File: src/rtl/dsa_avalon_host_bridge_if.sv
// dsa_avalon_host_bridge_if: Avalon-MM slave command/response and DSA host-strobe bundle
interface dsa_avalon_host_bridge_if #(parameter int ADDR_WIDTH = 16);
   logic [ADDR_WIDTH-1:0] avs_address;
   logic                  avs_read;
   logic                  avs_write;
   logic [3:0]            avs_byteenable;
   logic [31:0]           avs_writedata;
   logic [31:0]           avs_readdata;
   logic                  avs_waitrequest;
   logic                  h_wr_en;
   logic                  h_rd_en;
   logic [15:0]           h_addr;
   logic [31:0]           h_wdata;
   logic [31:0]           h_rdata;
   logic                  h_rvalid;
   modport slave (
      input  avs_address, avs_read, avs_write, avs_byteenable, avs_writedata, h_rdata, h_rvalid,
      output avs_readdata, avs_waitrequest, h_wr_en, h_rd_en, h_addr, h_wdata
   );
   modport master (
      output avs_address, avs_read, avs_write, avs_byteenable, avs_writedata, h_rdata, h_rvalid,
      input  avs_readdata, avs_waitrequest, h_wr_en, h_rd_en, h_addr, h_wdata
   );
endinterface

File: src/rtl/dsa_avalon_host_bridge.sv
// dsa_avalon_host_bridge: Avalon-MM slave to single-cycle DSA strobes, partial writes done as RMW.
// Optional read timeout enabled by defining DSA_BRIDGE_TIMEOUT_EN.
module dsa_avalon_host_bridge #(
   parameter int ADDR_WIDTH     = 16,
   parameter int TIMEOUT_CYCLES = 1024
) (
   input  logic                     clk,
   input  logic                     reset,
   dsa_avalon_host_bridge_if.slave  bus,
   input  logic                     err_clr,
   output logic                     busy,
   output logic                     err_timeout
);
   typedef enum logic [2:0] {IDLE, WR, RD, RD_WAIT, MERGE, DONE} state_t;
   state_t      state_q, state_d;
   logic [31:0] rdata_q, rdata_d, h_wdata_q, h_wdata_d, wdata_q, wdata_d, merged;
   logic [15:0] h_addr_q, h_addr_d;
   logic [3:0]  be_q, be_d;
   logic        rmw_q, rmw_d, wait_q, wait_d, wr_q, wr_d, rd_q, rd_d, busy_q, busy_d;
   logic        timeout;
   for (genvar i = 0; i < 4; i++) begin : g_m
      assign merged[8*i+:8] = be_q[i] ? wdata_q[8*i+:8] : h_wdata_q[8*i+:8];
   end
`ifdef DSA_BRIDGE_TIMEOUT_EN
   localparam int CW = $clog2(TIMEOUT_CYCLES + 1);
   logic [CW-1:0] cnt_q, cnt_d;
   logic          err_q, err_d;
   assign timeout = state_q == RD_WAIT && !bus.h_rvalid && cnt_q == CW'(TIMEOUT_CYCLES - 1);
   always_comb begin
      cnt_d = state_q == RD_WAIT ? cnt_q + 1'b1 : '0;
      err_d = timeout | (err_q & ~err_clr);
   end
   always_ff @(posedge clk or posedge reset)
      if (reset) begin
         cnt_q <= '0;
         err_q <= 1'b0;
      end else begin
         cnt_q <= cnt_d;
         err_q <= err_d;
      end
   assign err_timeout = err_q;
`else
   logic unused_err_clr;
   assign unused_err_clr = err_clr;
   assign timeout        = 1'b0;
   assign err_timeout    = 1'b0;
`endif
   always_comb begin
      state_d   = state_q;
      rdata_d   = rdata_q;
      h_wdata_d = h_wdata_q;
      wdata_d   = wdata_q;
      h_addr_d  = h_addr_q;
      be_d      = be_q;
      rmw_d     = rmw_q;
      case (state_q)
         IDLE: if (bus.avs_write || bus.avs_read) begin
            h_addr_d  = 16'(bus.avs_address);
            wdata_d   = bus.avs_writedata;
            h_wdata_d = bus.avs_writedata;
            be_d      = bus.avs_byteenable;
            rmw_d     = bus.avs_write;
            state_d   = !bus.avs_write ? RD : bus.avs_byteenable == 4'hF ? WR :
                        bus.avs_byteenable == 4'h0 ? DONE : RD;
         end
         WR:      state_d = DONE;
         RD:      state_d = RD_WAIT;
         // h_wdata temporarily holds the old word during RMW so MERGE can splice it
         RD_WAIT: if (bus.h_rvalid) begin
            state_d   = rmw_q ? MERGE : DONE;
            rdata_d   = rmw_q ? rdata_q : bus.h_rdata;
            h_wdata_d = rmw_q ? bus.h_rdata : h_wdata_q;
         end else if (timeout) begin
            state_d = DONE;
            rdata_d = 32'hDEADBEEF;
         end
         MERGE: begin
            h_wdata_d = merged;
            state_d   = WR;
         end
         default: state_d = IDLE;
      endcase
      wr_d   = state_d == WR;
      rd_d   = state_d == RD;
      wait_d = state_d != DONE;
      busy_d = state_d != IDLE;
   end
   always_ff @(posedge clk or posedge reset)
      if (reset) begin
         state_q   <= IDLE;
         rdata_q   <= '0;
         h_wdata_q <= '0;
         wdata_q   <= '0;
         h_addr_q  <= '0;
         be_q      <= '0;
         rmw_q     <= 1'b0;
         wait_q    <= 1'b1;
         wr_q      <= 1'b0;
         rd_q      <= 1'b0;
         busy_q    <= 1'b0;
      end else begin
         state_q   <= state_d;
         rdata_q   <= rdata_d;
         h_wdata_q <= h_wdata_d;
         wdata_q   <= wdata_d;
         h_addr_q  <= h_addr_d;
         be_q      <= be_d;
         rmw_q     <= rmw_d;
         wait_q    <= wait_d;
         wr_q      <= wr_d;
         rd_q      <= rd_d;
         busy_q    <= busy_d;
      end
   assign bus.avs_readdata    = rdata_q;
   assign bus.avs_waitrequest = wait_q;
   assign bus.h_wr_en         = wr_q;
   assign bus.h_rd_en         = rd_q;
   assign bus.h_addr          = h_addr_q;
   assign bus.h_wdata         = h_wdata_q;
   assign busy                = busy_q;
endmodule

File: src/flat_wrapper.sv
// flat-port wrapper written by rule: the top's interface ports become plain ports
module dsa_avalon_host_bridge_flat 
#(
   parameter int ADDR_WIDTH     = 16,
   parameter int TIMEOUT_CYCLES = 1024
)
  (clk, reset, err_clr, busy, err_timeout, bus_avs_address, bus_avs_read, bus_avs_write, bus_avs_byteenable, bus_avs_writedata, bus_h_rdata, bus_h_rvalid, bus_avs_readdata, bus_avs_waitrequest, bus_h_wr_en, bus_h_rd_en, bus_h_addr, bus_h_wdata);
  dsa_avalon_host_bridge_if #(.ADDR_WIDTH(ADDR_WIDTH)) bus_i ();
  input  logic clk;
  input  logic reset;
  input  logic err_clr;
  output logic busy;
  output logic err_timeout;
  input wire logic [$bits(bus_i.avs_address)-1:0] bus_avs_address;
  input wire logic [$bits(bus_i.avs_read)-1:0] bus_avs_read;
  input wire logic [$bits(bus_i.avs_write)-1:0] bus_avs_write;
  input wire logic [$bits(bus_i.avs_byteenable)-1:0] bus_avs_byteenable;
  input wire logic [$bits(bus_i.avs_writedata)-1:0] bus_avs_writedata;
  input wire logic [$bits(bus_i.h_rdata)-1:0] bus_h_rdata;
  input wire logic [$bits(bus_i.h_rvalid)-1:0] bus_h_rvalid;
  output wire logic [$bits(bus_i.avs_readdata)-1:0] bus_avs_readdata;
  output wire logic [$bits(bus_i.avs_waitrequest)-1:0] bus_avs_waitrequest;
  output wire logic [$bits(bus_i.h_wr_en)-1:0] bus_h_wr_en;
  output wire logic [$bits(bus_i.h_rd_en)-1:0] bus_h_rd_en;
  output wire logic [$bits(bus_i.h_addr)-1:0] bus_h_addr;
  output wire logic [$bits(bus_i.h_wdata)-1:0] bus_h_wdata;
  assign bus_i.avs_address = bus_avs_address;
  assign bus_i.avs_read = bus_avs_read;
  assign bus_i.avs_write = bus_avs_write;
  assign bus_i.avs_byteenable = bus_avs_byteenable;
  assign bus_i.avs_writedata = bus_avs_writedata;
  assign bus_i.h_rdata = bus_h_rdata;
  assign bus_i.h_rvalid = bus_h_rvalid;
  assign bus_avs_readdata = bus_i.avs_readdata;
  assign bus_avs_waitrequest = bus_i.avs_waitrequest;
  assign bus_h_wr_en = bus_i.h_wr_en;
  assign bus_h_rd_en = bus_i.h_rd_en;
  assign bus_h_addr = bus_i.h_addr;
  assign bus_h_wdata = bus_i.h_wdata;
  dsa_avalon_host_bridge #(.ADDR_WIDTH(ADDR_WIDTH), .TIMEOUT_CYCLES(TIMEOUT_CYCLES)) u_core (.clk(clk), .reset(reset), .bus(bus_i), .err_clr(err_clr), .busy(busy), .err_timeout(err_timeout));
endmodule
File: config.mk
export PLATFORM = sky130hd
export DESIGN_NAME = dsa_avalon_host_bridge_flat
export DESIGN_NICKNAME = d
export VERILOG_FILES = /design/src/rtl/dsa_avalon_host_bridge_if.sv /design/src/rtl/dsa_avalon_host_bridge.sv /design/src/flat_wrapper.sv
export SDC_FILE = /design/constraint.sdc
export NUM_CORES = 1
export LEC_CHECK = 0
export CAP_MARGIN = 20
export CORE_ASPECT_RATIO = 0.7
export CORE_MARGIN = 1.5
export CORE_UTILIZATION = 50
export CTS_CLUSTER_DIAMETER = 150
export DETAILED_ROUTE_END_ITERATION = 8
export PLACE_DENSITY = 0.95
export SYNTH_ARGS = -nofsm -noshare
export SYNTH_HDL_FRONTEND = slang
export SYNTH_SLANG_ARGS = --single-unit
export TNS_END_PERCENT = 5
File: constraint.sdc
create_clock -name clk -period 7.87 [get_ports clk]
set_input_delay 0.787 -clock clk [delete_from_list [all_inputs] [get_ports clk]]
set_output_delay 0.787 -clock clk [all_outputs]
set_load 0.03 [all_outputs]
==> results of run 1 <==
## metrics by stage
step / setup slack, ns / hold slack (ns) / power, mW / instances / util, %
after global placement: 4.87 / 0.466 / 2.95 / 770 / 67.3
final: 4.95 / 0.485 / 3.85 / 803 / 72.9
after CTS: 4.85 / 0.492 / 3.86 / 802 / 72.7
after detailed placement: 4.80 / 0.480 / 3.05 / 770 / 67.3
after global routing: 4.82 / 0.501 / 4.04 / 803 / 72.9
after floorplan: 3.79 / 0.459 / 2.38 / 477 / -
## logic make-up after synthesis
| group | Yosys count | share of synthesized area [%] |
|---|---|---|
| other | 1 | 0.0644 |
| buffers and inverters | 73 | 6.96 |
| muxes | 116 | 21.7 |
| AOI/OAI and AO/OA | 82 | 10.0 |
| DFF | 124 | 53.3 |
| and+or+nand+nor | 81 | 7.91 |
## worst max-delay path: stages (launching register included)
cell	delay, ns
dfrtp_2	0.63
buf_12	0.28
nor3_2	0.31
o21a_2	0.64
buf_4	0.52
mux2_2	0.40
## cells in the mapped netlist (7+ instances only)
cell type and count:
mux2i_1 32, buf_2 9, mux2_1 56, o221ai_1 33, buf_6 11, mux2_2 28
buf_4 10, o21ai_0 33, nor2_1 34, inv_1 36, nor3b_1 32, dfrtp_1 123
clkbuf_1 7
## worst max path at each step
stage                           end  slack [ns]               from  cells past startpoint
4_1_cts          u_core.wdata_q[23]        4.85  u_core.state_q[1]                      4
2_1_floorplan        u_core.be_q[0]        3.79              reset                      1
3_5_place_dp     u_core.wdata_q[23]        4.80      bus_avs_write                      4
3_3_place_gp     u_core.wdata_q[20]        4.87      bus_avs_write                      4
6_report         u_core.wdata_q[23]        4.95  u_core.state_q[1]                      5
5_1_grt        u_core.bus.h_addr[1]        4.82  u_core.state_q[1]                      5
## cell type report
type	instances	area share, %
inverter	36	1.69
clock buffer	20	5.61
sequential	124	38.1
multi-input combinational	280	28.6
tap	153	2.35
clock inverter	12	1.78
timing repair buffer	178	21.9
## metal layers
metal	wire, µm	up-vias
met4	228	0
met2	7840	203
met3	1120	23
met5	0	-
li1	-	2025
met1	6450	2349
## layout by cell type, fill, tap and decap left out, types with 2 or more instances in the layout
cell type        count
a21oi_1              3
a22o_1               2
buf_4                5
bufinv_16            3
clkbuf_16           17
clkbuf_8             2
clkdlybuf4s50_1    172
clkinv_2             6
clkinv_4             2
dfrtp_1            122
inv_1               35
mux2_1              56
mux2_2              28
mux2i_1             32
nand2_1              6
nor2_1              34
nor3_1               2
nor3b_1             32
o21a_1               5
o21ai_0             33
o221ai_1            33
## registers in the layout (all words and copies together), names as in the netlist
register,cells
u_core.bus.h_wr_en,1
u_core.bus.avs_readdata,32
u_core.bus.h_rd_en,1
u_core.rmw_q,1
u_core.bus.avs_waitrequest,1
u_core.wdata_q,32
u_core.be_q,4
u_core.bus.h_addr,16
u_core.bus.h_wdata,32
u_core.state_q,3
u_core.busy,1
## power by group
part           switching (mW)  internal (mW)  total [mW]
registers               0.214          0.972        1.19
clock network           0.285          0.512       0.797
logic                    1.05          0.821        1.87
==> impl_metrics.toml, run 1 <==
[status]
status = "finished clean"

[pwr]
p_per_area_mw_per_mm2 = 473
total_leakage_power_nw = 3.41
peakVddDrop_mv = 0.305

[logic_synthesis]
synth_edf_count = 0
ys_warn_count = 0
synth_area_per_cell_um2 = 12.2
ys_types = 32
yosysTopAreaCell = "dfrtp_1"
synth_area_mm2 = 0.00582
ys_ff_latch = 124
seq_area_frac_synth_pct = 53.3
synthFlopType = "dfrtp_1"
synth_cells = 477
async_flop_share_pct = 100
syn_nets = 567
synth_area_leaders = "dfrtp_1 (53%), mux2_1 (11%), mux2i_1 (5.5%)"
synth_top_area_share_pct = 52.9

[clocking]
clock-sinks = 124
post_cts_resized = 0
cts_setup_buffers = 0
root_buffer = "clkbuf_16"
htreeDepth = 4
cts.path.max_buffers = 2
cts-hold-fix-buffers = 0
cts_buffers = 17
clk_pin_slew_worst_paths_ns = 0.06
cts_tree = "built"
clock_latency_ns = 0.41

[routing]
drcViolationCount = 0
drt_iter0_drc = 212
postRouteAntennaNets = 0
routed_via_density = 5.73
num_vias = 4600
dr.pass1.iters = 5
routedWlPerCell_um = 19.5
drt_wl_total_um = 15600

[min_path]
hold_depth = 1
min_to = "u_core.bus.h_addr[9]"
hold_class = "register to register"
hold_start = "u_core.bus.h_addr[9]"

[global_routing]
grt_use_total_pct = 26.6
grt_start_max_net_pins = 75
grt.busiest_layer = "met2"
use_met1_pct = 32.1
antenna_found_initial = 0
first_global_vias = 4996
grt_overflow = 0
grt_pass1_wl_um = 25400
gr-usage-met2_pct = 45.9
grt_util_met3_pct = 7.48

[setup_path]
arrival_ns = 3.20
cp.required_ns = 8.15
cp-start-kind = "register"
end_kind = "register"
r2r_cells = 5
path_max_fanout = 40
reg2reg_slack_ns = 4.95
crit_type = "register to register"
r2r-end = "u_core.wdata_q[23]"
timing.rr.start = "u_core.state_q[1]"

[die]
ios = 175
die_height_um = 93.3
rows = 32
start_util_pct = 52.1
dieWidth_um = 132
core_region_area_mm2 = 0.0112
die_area_mm2 = 0.0123

[finish]
diodes = 0
multi_input_area_mm2 = 0.00233
final_layout_size_suffix_gt1_share_pct = 11.5
final_area_mm2 = 0.00814
fillerInstances = 716
nets = 727
syn_to_final_growth_pct = 39.8
register_area_mm2 = 0.00311

[timing]
relSlewSlack_pct = 29.9
finalSetupViolCount = 0
slew_viol_final = 0
max_freq_ghz = 0.343
setup_tns_ns = 0
fin_crit_ns = 2.92
rsz0062_at_grt = "no"
hold_viol = 0
skew_ns = 0.0118
fin_crit_sh_pct = 37.1
worst_slew_pin_slew_ns = 1.05

[placed_design]
post_dp_cell_area_mm2 = 0.00752
dp_hpwl_um = 10300
gp_congestion = 0.830
io_buffers = 172

[flow_run]
cap_viol_max_count = 0
(Power assumes the default switching activity.)
==> run 2, diff against run 1 <==
CORE_UTILIZATION = 47   (was 50)
PLACE_DENSITY = 0.92   (was 0.95)
clock period = 2.78 ns   (was 7.87 ns; I/O delays follow)
==> run 2 against run 1 <==
Net effect:
- wire length down 3.4%
- core utilization down 4.1 points
- largest power group unchanged
- flip-flop and latch count unchanged
- hold slack worse by 0.14 ns
- clock power rose to 2.5 times the previous value
==> impl_metrics.toml, run 2 (same netlist as run 1, synthesis figures left out) <==
[status]
status = "finished clean"

[placed_design]
gp_congestion = 0.795
io_buffers = 172
dp_hpwl_um = 10400

[global_routing]
grt_use_total_pct = 23.7
first_global_vias = 4635
grt_overflow = 0
grt_start_max_net_pins = 67
grt_pass1_wl_um = 23400
antenna_found_initial = 0

[timing]
fin_crit_sh_pct = 80.1
rsz0062_at_grt = "no"
fin_crit_ns = 2.23
setup_tns_ns = 0
hold_viol = 0
max_freq_ghz = 0.449
slew_viol_final = 0
skew_ns = 0.00622
worst_slew_pin_slew_ns = 0.977
relSlewSlack_pct = 34.8
finalSetupViolCount = 0

[finish]
final_layout_size_suffix_gt1_share_pct = 12.9
multi_input_area_mm2 = 0.00232
final_cell_mix = "clkdlybuf4s50_1 (172), dfrtp_1 (122), mux2_1 (56)"
fin_util_pct = 68.8
diodes = 0
layout_commonest_cell = "clkdlybuf4s50_1"
fillerInstances = 819
register_area_mm2 = 0.00311
syn_to_final_growth_pct = 40.4
nets = 737

[die]
die_height_um = 96.1
dieWidth_um = 136
ios = 175
rows = 33
core_region_area_mm2 = 0.0119
start_util_pct = 49.0
die_area_mm2 = 0.0131

[setup_path]
reg2reg_slack_ns = 0.55
timing.rr.start = "u_core.state_q[1]"
arrival_ns = 2.55
cp.required_ns = 3.10
cp-endpoint = "u_core.bus.h_wdata[17]"
r2r_cells = 4
cp-start-kind = "register"
end_kind = "register"
crit_start = "u_core.state_q[1]"
r2r-end = "u_core.bus.h_wdata[17]"
crit_type = "register to register"
path_max_fanout = 27

[routing]
routed_via_density = 5.48
num_vias = 4473
drcViolationCount = 0
postRouteAntennaNets = 0
routedWlPerCell_um = 18.5
drt_iter0_drc = 207
drt_wl_total_um = 15100
dr.pass1.iters = 5

[clocking]
cts_tree = "built"
cts_buffers = 17
clk_pin_slew_worst_paths_ns = 0.05
cts-hold-fix-buffers = 0
htreeDepth = 4
cts_setup_buffers = 0
clock_latency_ns = 0.40
root_buffer = "clkbuf_16"
clock-sinks = 124
cts.path.max_buffers = 2
post_cts_resized = 0

[flow_run]
cap_viol_max_count = 0

[pwr]
peakVddDrop_mv = 0.846
p_per_area_mw_per_mm2 = 1300
total_leakage_power_nw = 3.42

[min_path]
hold_class = "input pin to async pin"
==> run 2: cell types whose count changed in the layout (fill, tap and decap cells not counted), moves of 2 or more <==
cell,change
clkbuf_8,+2
buf_4,+9
clkinvlp_4,+4
bufinv_16,-3
clkinv_2,-2
==> run 2: layout make-up <==
class,count,area share [%]
clock buffer,21,5.88
clock inverter,10,0.826
inverter,36,1.70
multi-input combinational,280,28.4
sequential,124,38.0
tap,157,2.40
timing repair buffer,188,22.8
==> run 2: through the flow <==
stage,worst slack [ns],area (µm²),instances,power [mW],hold slack (ns)
final,0.552,8180,816,10.6,0.343
after global routing,0.405,8180,816,11.2,0.375
after CTS,0.532,8180,816,10.7,0.354
after detailed placement,0.513,7630,785,8.66,0.474
after global placement,0.613,7630,785,8.43,0.467
after floorplan,0.978,5830,477,6.73,0.413
==> run 2: worst min-delay path by stage <==
stage	from	end	slack (ns)
after CTS	reset	u_core.bus.avs_readdata[1]	0.35
after floorplan	bus_avs_byteenable[0]	u_core.be_q[0]	0.41
after detailed placement	u_core.bus.h_addr[9]	u_core.bus.h_addr[9]	0.47
after global routing	reset	u_core.bus.h_addr[9]	0.38
final	reset	u_core.wdata_q[2]	0.34
after global placement	u_core.bus.h_addr[10]	u_core.bus.h_addr[10]	0.47
==> run 2: worst max-delay path: stages (launching register included) <==
cell,delay (ns)
dfrtp_2,0.60
o21ai_2,0.85
buf_4,0.36
o221ai_1,0.18
mux2i_1,0.16
==> run 2: power by group <==
group          switching (mW)  total [mW]  internal [mW]
clock network           0.784        2.01           1.22
registers               0.572        3.33           2.75
logic                    2.94        5.31           2.37
total                    4.30        10.6           6.35
==> run 2: routing by layer <==
metal / vias up / track usage, % / wire, µm
met1: 2208 / 29.5 / 6660
met2: 197 / 38.6 / 7010
met3: 21 / 8.06 / 1220
met4: 0 / 8.78 / 211
met5: - / 0 / 0
li1: 2047 / - / -
